<file path="config.mk">
export PLATFORM = sky130hd
export DESIGN_NAME = alarm_ringer
export DESIGN_NICKNAME = d
export VERILOG_FILES = /design/src/rtl/alarm_pkg.sv /design/src/rtl/tick_gen.sv /design/src/rtl/alarm_ringer.sv
export SDC_FILE = /design/constraint.sdc
export NUM_CORES = 1
export LEC_CHECK = 0
export ABC_AREA = 0
export BUFFER_PORTS_ARGS = -buffer_cell sky130_fd_sc_hd__buf_4
export CORE_MARGIN = 2
export CORE_UTILIZATION = 60
export CTS_CLUSTER_DIAMETER = 50
export DETAILED_ROUTE_END_ITERATION = 6
export PLACE_DENSITY = 0.79
export SETUP_SLACK_MARGIN = 0.2
export SYNTH_ARGS = -nofsm -noshare
export SYNTH_HDL_FRONTEND = slang
export SYNTH_HIERARCHICAL = 1
export SYNTH_SLANG_ARGS = --single-unit
</file>
<file path="constraint.sdc">
create_clock -name clock -period 3.2 [get_ports clock]
set_input_delay 0.48 -clock clock [delete_from_list [all_inputs] [get_ports clock]]
set_output_delay 0.48 -clock clock [all_outputs]
set_load 0.005 [all_outputs]
</file>
<file path="src/rtl/alarm_pkg.sv">
// Shared state encoding, default timing constants and a width helper
// for the alarm ringer and its tick prescaler.
package alarm_pkg;

  typedef enum logic [1:0] {
    IDLE,
    RING,
    SNOOZE,
    DONE
  } state_t;

  localparam int unsigned DEF_TICK_DIV      = 100000;
  localparam int unsigned DEF_TICKS_PER_SEC = 500;
  localparam int unsigned DEF_BEEP_ON       = 125;
  localparam int unsigned DEF_BEEP_OFF      = 125;
  localparam int unsigned DEF_SNOOZE_SEC    = 300;
  localparam int unsigned DEF_TIMEOUT_SEC   = 60;

  localparam int SNOOZE_W = 9;

  // Width of a counter that must be able to hold the value itself.
  function automatic int cnt_w(input int unsigned value);
    return $clog2(value + 1);
  endfunction

endpackage

</file>
<file path="src/rtl/tick_gen.sv">
// Free-running prescaler: one-cycle tick every TICK_DIV clocks.
// Only reset clears it, so ring/snooze timing is never re-phased by it.
module tick_gen
  import alarm_pkg::*;
#(
  parameter int unsigned TICK_DIV = DEF_TICK_DIV
) (
  input  logic clock,
  input  logic reset,
  output logic tick
);

  localparam int W = cnt_w(TICK_DIV);
  localparam logic [W-1:0] LAST = W'(TICK_DIV - 1);

  logic [W-1:0] count;

  // NOTE: clocked state uses non-blocking (<=) so every flop samples
  // pre-edge values; blocking here would create order-dependent races.
  always_ff @(posedge clock or posedge reset) begin
    if (reset) begin
      count <= '0;
    end else if (count == LAST) begin
      count <= '0;
    end else begin
      count <= count + W'(1);
    end
  end

  assign tick = (count == LAST);

endmodule

</file>
<file path="src/rtl/alarm_ringer.sv">
// Turns the level alarm-match into one ringing session per match period,
// with beep pattern, stop, snooze countdown and automatic ring timeout.
module alarm_ringer
  import alarm_pkg::*;
#(
  parameter int unsigned TICK_DIV      = DEF_TICK_DIV,
  parameter int unsigned TICKS_PER_SEC = DEF_TICKS_PER_SEC,
  parameter int unsigned BEEP_ON       = DEF_BEEP_ON,
  parameter int unsigned BEEP_OFF      = DEF_BEEP_OFF,
  parameter int unsigned SNOOZE_SEC    = DEF_SNOOZE_SEC,
  parameter int unsigned TIMEOUT_SEC   = DEF_TIMEOUT_SEC
) (
  input  logic                clock,
  input  logic                reset,
  input  logic                match,
  input  logic                stop_btn,
  input  logic                snooze_btn,
  output logic                buzzer,
  output logic                ringing,
  output logic                snoozing,
  output logic [SNOOZE_W-1:0] snooze_left
);

  localparam int SEC_W  = cnt_w(TICKS_PER_SEC);
  localparam int RING_W = cnt_w(TIMEOUT_SEC);
  localparam int BEEP_W = cnt_w(BEEP_ON + BEEP_OFF);

  localparam logic [SEC_W-1:0]    SEC_LAST   = SEC_W'(TICKS_PER_SEC - 1);
  localparam logic [RING_W-1:0]   RING_LAST  = RING_W'(TIMEOUT_SEC - 1);
  localparam logic [BEEP_W-1:0]   BEEP_LAST  = BEEP_W'(BEEP_ON + BEEP_OFF - 1);
  localparam logic [BEEP_W-1:0]   BEEP_HIGH  = BEEP_W'(BEEP_ON);
  localparam logic [SNOOZE_W-1:0] SNOOZE_LEN = SNOOZE_W'(SNOOZE_SEC);

  logic tick;

  tick_gen #(
    .TICK_DIV(TICK_DIV)
  ) u_tick_gen (
    .clock(clock),
    .reset(reset),
    .tick (tick)
  );

  // Sampled inputs plus one-cycle-older copies for rise detection.
  logic match_s, match_p;
  logic stop_s, stop_p;
  logic snooze_s, snooze_p;

  logic match_rise, stop_rise, snooze_rise;

  assign match_rise  = match_s  & ~match_p;
  assign stop_rise   = stop_s   & ~stop_p;
  assign snooze_rise = snooze_s & ~snooze_p;

  state_t              state, state_next;
  logic [SEC_W-1:0]    sec_cnt, sec_next;
  logic [RING_W-1:0]   ring_secs, ring_next;
  logic [BEEP_W-1:0]   beep_cnt, beep_next;
  logic [SNOOZE_W-1:0] left_next;
  logic                sec, entry, buzzer_next;

  assign sec   = tick && (sec_cnt == SEC_LAST);
  assign entry = (state_next != state);

  // NOTE: every signal written here gets a default first, so no path
  // through the block leaves it unassigned and no latch is inferred.
  always_comb begin
    state_next  = state;
    sec_next    = sec_cnt;
    ring_next   = ring_secs;
    beep_next   = beep_cnt;
    left_next   = '0;
    buzzer_next = 1'b0;

    case (state)
      IDLE: begin
        if (match_rise) state_next = RING;
      end
      RING: begin
        if (stop_rise) begin
          state_next = DONE;
        end else if (snooze_rise) begin
          state_next = SNOOZE;
        end else if (sec && (ring_secs == RING_LAST)) begin
          state_next = DONE;
        end
      end
      SNOOZE: begin
        if (stop_rise) begin
          state_next = DONE;
        end else if (sec && (snooze_left == '0)) begin
          state_next = RING;
        end
      end
      DONE: begin
        // Wait for the match period to end so one minute rings only once.
        if (!match_s) state_next = IDLE;
      end
      default: state_next = IDLE;
    endcase

    if (entry) begin
      sec_next = '0;
    end else if (tick) begin
      sec_next = (sec_cnt == SEC_LAST) ? '0 : sec_cnt + SEC_W'(1);
    end

    if (entry) begin
      ring_next = '0;
    end else if ((state == RING) && sec) begin
      ring_next = ring_secs + RING_W'(1);
    end

    if (entry) begin
      beep_next = '0;
    end else if (tick) begin
      beep_next = (beep_cnt == BEEP_LAST) ? '0 : beep_cnt + BEEP_W'(1);
    end

    if (state_next == SNOOZE) begin
      if (entry) begin
        left_next = SNOOZE_LEN;
      end else if (sec) begin
        left_next = snooze_left - SNOOZE_W'(1);
      end else begin
        left_next = snooze_left;
      end
    end

    buzzer_next = (state_next == RING) && (beep_next < BEEP_HIGH);
  end

  always_ff @(posedge clock or posedge reset) begin
    if (reset) begin
      match_s     <= 1'b0;
      match_p     <= 1'b0;
      stop_s      <= 1'b0;
      stop_p      <= 1'b0;
      snooze_s    <= 1'b0;
      snooze_p    <= 1'b0;
      state       <= IDLE;
      sec_cnt     <= '0;
      ring_secs   <= '0;
      beep_cnt    <= '0;
      snooze_left <= '0;
      buzzer      <= 1'b0;
      ringing     <= 1'b0;
      snoozing    <= 1'b0;
    end else begin
      match_s     <= match;
      match_p     <= match_s;
      stop_s      <= stop_btn;
      stop_p      <= stop_s;
      snooze_s    <= snooze_btn;
      snooze_p    <= snooze_s;
      state       <= state_next;
      sec_cnt     <= sec_next;
      ring_secs   <= ring_next;
      beep_cnt    <= beep_next;
      snooze_left <= left_next;
      buzzer      <= buzzer_next;
      ringing     <= (state_next == RING);
      snoozing    <= (state_next == SNOOZE);
    end
  end

endmodule

</file>
==> results by stage <==
Status:
- The run finished with clean final reports.

Cells and area:
- The sequential cells in the finished layout cover a total of 0.00150 mm2.
- Counting the fill cells in the layout gives 377.
- The multi-input combinational cell area is 0.00151 mm2.
- The number of antenna diodes in the final layout is 0.
- The post-route non-filler standard cell count is 391.
- Leaving out fill and tap cells, the most frequent cells in the layout are sky130_fd_sc_hd__dfrtp_1 (60), sky130_fd_sc_hd__nor3_1 (26), sky130_fd_sc_hd__nor2_1 (24), sky130_fd_sc_hd__xnor2_1 (24), sky130_fd_sc_hd__buf_4 (21).
- The library cell used most frequently in the layout, excluding fill and tap cells, is sky130_fd_sc_hd__dfrtp_1.
- The ratio of cells with drive above 1 in the final layout is 0.171.
- The final layout contains 328 nets.
- The growth of design area from synthesis to finish is 12.4%.

STA:
- The clock period minus final worst setup slack is 2.75 ns.
- The final count of pins violating max slew is 0.
- The worst pin sits at a relative slew slack of 0.555.
- Of the available clock period, the critical path in the final layout requires 0.860.
- The actual slew at the worst max-slew pin is 0.667 ns.
- The worst hold margin is 0.244 ns.
- Setup repair after global routing left no endpoint under its margin.
- Setup violations remaining at the end of the flow were counted as 0.
- In the final timing run, aggregate negative setup slack is 0 ns.
- The final hold violation count is 0.
- The maximum clock frequency is 363 MHz.
- The final setup skew is 0.0102 ns.
- In the post-route analysis, the smallest setup slack over all paths is 0.447 ns.

Worst setup path:
- The instance count on the critical path is 11.
- The startpoint identified for the worst register-to-register timing path is u_tick_gen/count[0].
- The critical path's top delay family is compound AO/OA/AOI/OAI gates.
- In this run the worst setup path begins at u_tick_gen/count[0].
- The biggest cell delay along the critical path is 0.41 ns.
- By startpoint and endpoint, the worst setup path is classified as reg2reg.
- For the worst setup path, the data required time is 3.42 ns.
- The buffers plus inverters on the worst setup path is 2.
- The worst register-to-register path has a depth of 11.
- The library cell contributing the largest single delay on the critical path is sky130_fd_sc_hd__dfrtp_1.
- The arrival time of the worst setup path is 2.98 ns.
- The maximum fanout encountered on the critical timing path is 15.
- The critical path startpoint category is a flop.
- The worst setup path is captured at a flop.
- The critical path goes through ha_1 -> nand3_1 -> nor2_1 -> and4_1 -> nand2_1 -> nor3_4 -> buf_4 -> a31oi_1 -> o41ai_1 -> buf_4 -> o311a_1.
- The most numerous cell type found on the critical path is sky130_fd_sc_hd__buf_4.

Detailed routing:
- The per-cell routed wire length is 14.9 um.
- The DRC violation count after routing is 0.
- After the first detailed-routing iteration, the DRC count stood at 91.
- The number of detailed-route iterations in the first pass is 4.
- The detail route stage leaves a number of antenna-violating nets equal to 0.
- In the routed layout, each cell is associated on average with a via count of 5.72.
- Across all layers, the routed design uses 2238 vias.
- The total wirelength of the detailed-routed design is 5.83 mm.

Global route:
- The number of antenna violations at the first check in global routing is 0.
- The via count of the first global-routing pass is 2227.
- The global-route wire length before repair is 10.4 mm.
- Entering global routing, the biggest net connects 44 pins.
- The remaining global-route overflow is 0.
- The total routing usage reported by global routing is 0.228.

Min path:
- The beginning of the worst hold path is snooze_btn.
- The type of the worst min-delay path is in2reg.
- Along the worst hold path, the cell count comes to 1.

Placed design:
- The number of buffers added on ports is 16.
- The HPWL after detailed placement is 4.07 mm.
- Prior to clock tree synthesis, the placed netlist has a worst setup slack of 0.469 ns.
- At the end of routability-driven placement, the weighted congestion stood at 0.839.
- The cell total after placement is 375.

Synth:
- In the synthesized netlist the dominant register cell turns out to be sky130_fd_sc_hd__dfrtp_1.
- Of the synthesized area, sequential elements account for 0.484.
- The share of synthesized area in the top cell type comes to 0.484.
- The share of flip-flops with an asynchronous set or reset is 1.00.
- The synthesized design contains 60 register bits.
- Summing every instance area after synthesis gives 0.00310 mm2.
- The number of flops mapped to enable cells by yosys is 0.
- Synthesis produced 292 cells.
- The average instance in the mapped netlist occupies 10.6 um2.
- The net count after synthesis is 304.
- The count of distinct cell types in the synthesized netlist is 48.
- Ranked by total cell area, the synthesized netlist is headed by sky130_fd_sc_hd__dfrtp_1 (48%), sky130_fd_sc_hd__xnor2_1 (6.8%), sky130_fd_sc_hd__xor2_1 (4.5%).
- The most area-hungry cell type in the Yosys netlist is sky130_fd_sc_hd__dfrtp_1.
- The synthesis warning total is 6.

Floorplan:
- The floorplan row count is 26.
- In this run the horizontal extent of the chip is 75.9 um.
- The die is 75.9 um tall.
- The die covers 0.00577 mm2.
- The initial utilization of the core area, before any placement, comes to 0.616.
- The I/O pin count is 17.
- The core area is 0.00504 mm2.

Clocking:
- The CTS buffer count is 9.
- Clock-pin slew was measured on the worst setup and hold paths at 0.07 ns.
- CTS built an H-tree with a depth of 3.
- TritonCTS built the clock tree.
- In this run the post-CTS setup repair buffer count came out at 0.
- For this design, the CTS-stage hold fixing added 0 buffers.
- Counting every sink on the clock net gives 60.
- The maximum buffer depth of the clock tree is 2.
- CTS placed an instance of sky130_fd_sc_hd__clkbuf_8 at the clock tree root.
- At the later pin of the worst-skew pair, clock insertion delay measures 0.34 ns.
- The number of instances resized during post-cts repair is 0.

Job:
- The total of max-cap violations is 0.

Power and ir drop:
- The leakage power figure is 1.48 nW.
- Power spread over the standard cell area amounts to 549 mW/mm2.
- Overall power consumption after layout is estimated at 1.91 mW.
- The worst-case vdd ir drop is 0.000480 V.
-- cells in the mapped netlist (all sizes together), types with 2 or more instances --
master	instances
nor2b	4
xor2	16
nor2	24
and4	4
a211oi	2
a31oi	5
nor3	30
nor4	13
inv	10
a22oi	2
o2bb2ai	2
nand2	20
a21oi	2
or3	2
nand3	10
mux2i	2
dfrtp	60
buf	7
nand4	12
o21ai	5
xnor2	24
a31o	2
ha	7
clkbuf	2
nand2b	7
and2	3
-- flip-flops by register name, indices dropped and copies added, names as in the netlist --
name and cells:
snooze_left 9, snoozing 1, snooze_s 1, stop_s 1, ringing 1, state 2
u_tick_gen/count 17, match_s 1, match_p 1, snooze_p 1, stop_p 1, buzzer 1
beep_cnt 8, ring_secs 6, sec_cnt 9
-- metal layers --
layer,track usage,vias to the layer above,part of all wire
li1,-,1095,-
met4,0.0836,0,0.014
met1,0.322,1089,0.48
met3,0.0774,7,0.041
met2,0.329,47,0.47
met5,0,-,0
-- path summary, 6_finish.rpt --
check	end	slack [ns]
worst max-delay path	buzzer	0.45
worst min register to register	snooze_p	0.38
worst max register to register	buzzer	0.45
min in group asynchronous	u_tick_gen/count[2]	0.25
worst min-delay path	snooze_s	0.24
max in group asynchronous	u_tick_gen/count[11]	2.52
-- per-stage QoR --
stage               instance area [um2]  utilization
floorplan                          3100            -
global placement                   3310        0.657
detailed placement                 3310        0.657
CTS                                3490        0.692
global route                       3490        0.692
finish                             3490        0.692
-- cells by family (layout without fill, tap and decap cells) --
logic type | count (synthesis) | in the layout | share of synthesized area
fa+ha+maj | 7 | 7 | 0.0282
simple gates | 134 | 134 | 0.265
mux | 3 | 3 | 0.0101
flops | 60 | 60 | 0.484
buf+inv | 19 | 48 | 0.0302
xor+xnor | 40 | 40 | 0.113
compound gates | 29 | 29 | 0.0701
-- worst reg2reg max path, stage by stage, from the launching register on --
cell and delay (ns):
sky130_fd_sc_hd__dfrtp_1 0.41, sky130_fd_sc_hd__ha_1 0.24, sky130_fd_sc_hd__nand3_1 0.13, sky130_fd_sc_hd__nor2_1 0.08, sky130_fd_sc_hd__and4_1 0.20, sky130_fd_sc_hd__nand2_1 0.25, sky130_fd_sc_hd__nor3_4 0.08, sky130_fd_sc_hd__buf_4 0.20
sky130_fd_sc_hd__a31oi_1 0.38, sky130_fd_sc_hd__o41ai_1 0.15, sky130_fd_sc_hd__buf_4 0.19, sky130_fd_sc_hd__o311a_1 0.33
-- report_power, final --
part | total (mW) | switching [mW] | internal, mW
clock network | 0.592 | 0.310 | 0.282
registers | 0.869 | 0.0591 | 0.809
logic | 0.454 | 0.266 | 0.188
-- layout make-up --
cell class | instances | area share
multi-input combinational | 213 | 0.432
timing repair buffer | 22 | 0.0509
sequential | 60 | 0.430
clock buffer | 9 | 0.0355
clock inverter | 7 | 0.0151
inverter | 10 | 0.0108
tap | 70 | 0.0251
Power figures use the tool's default switching activity.
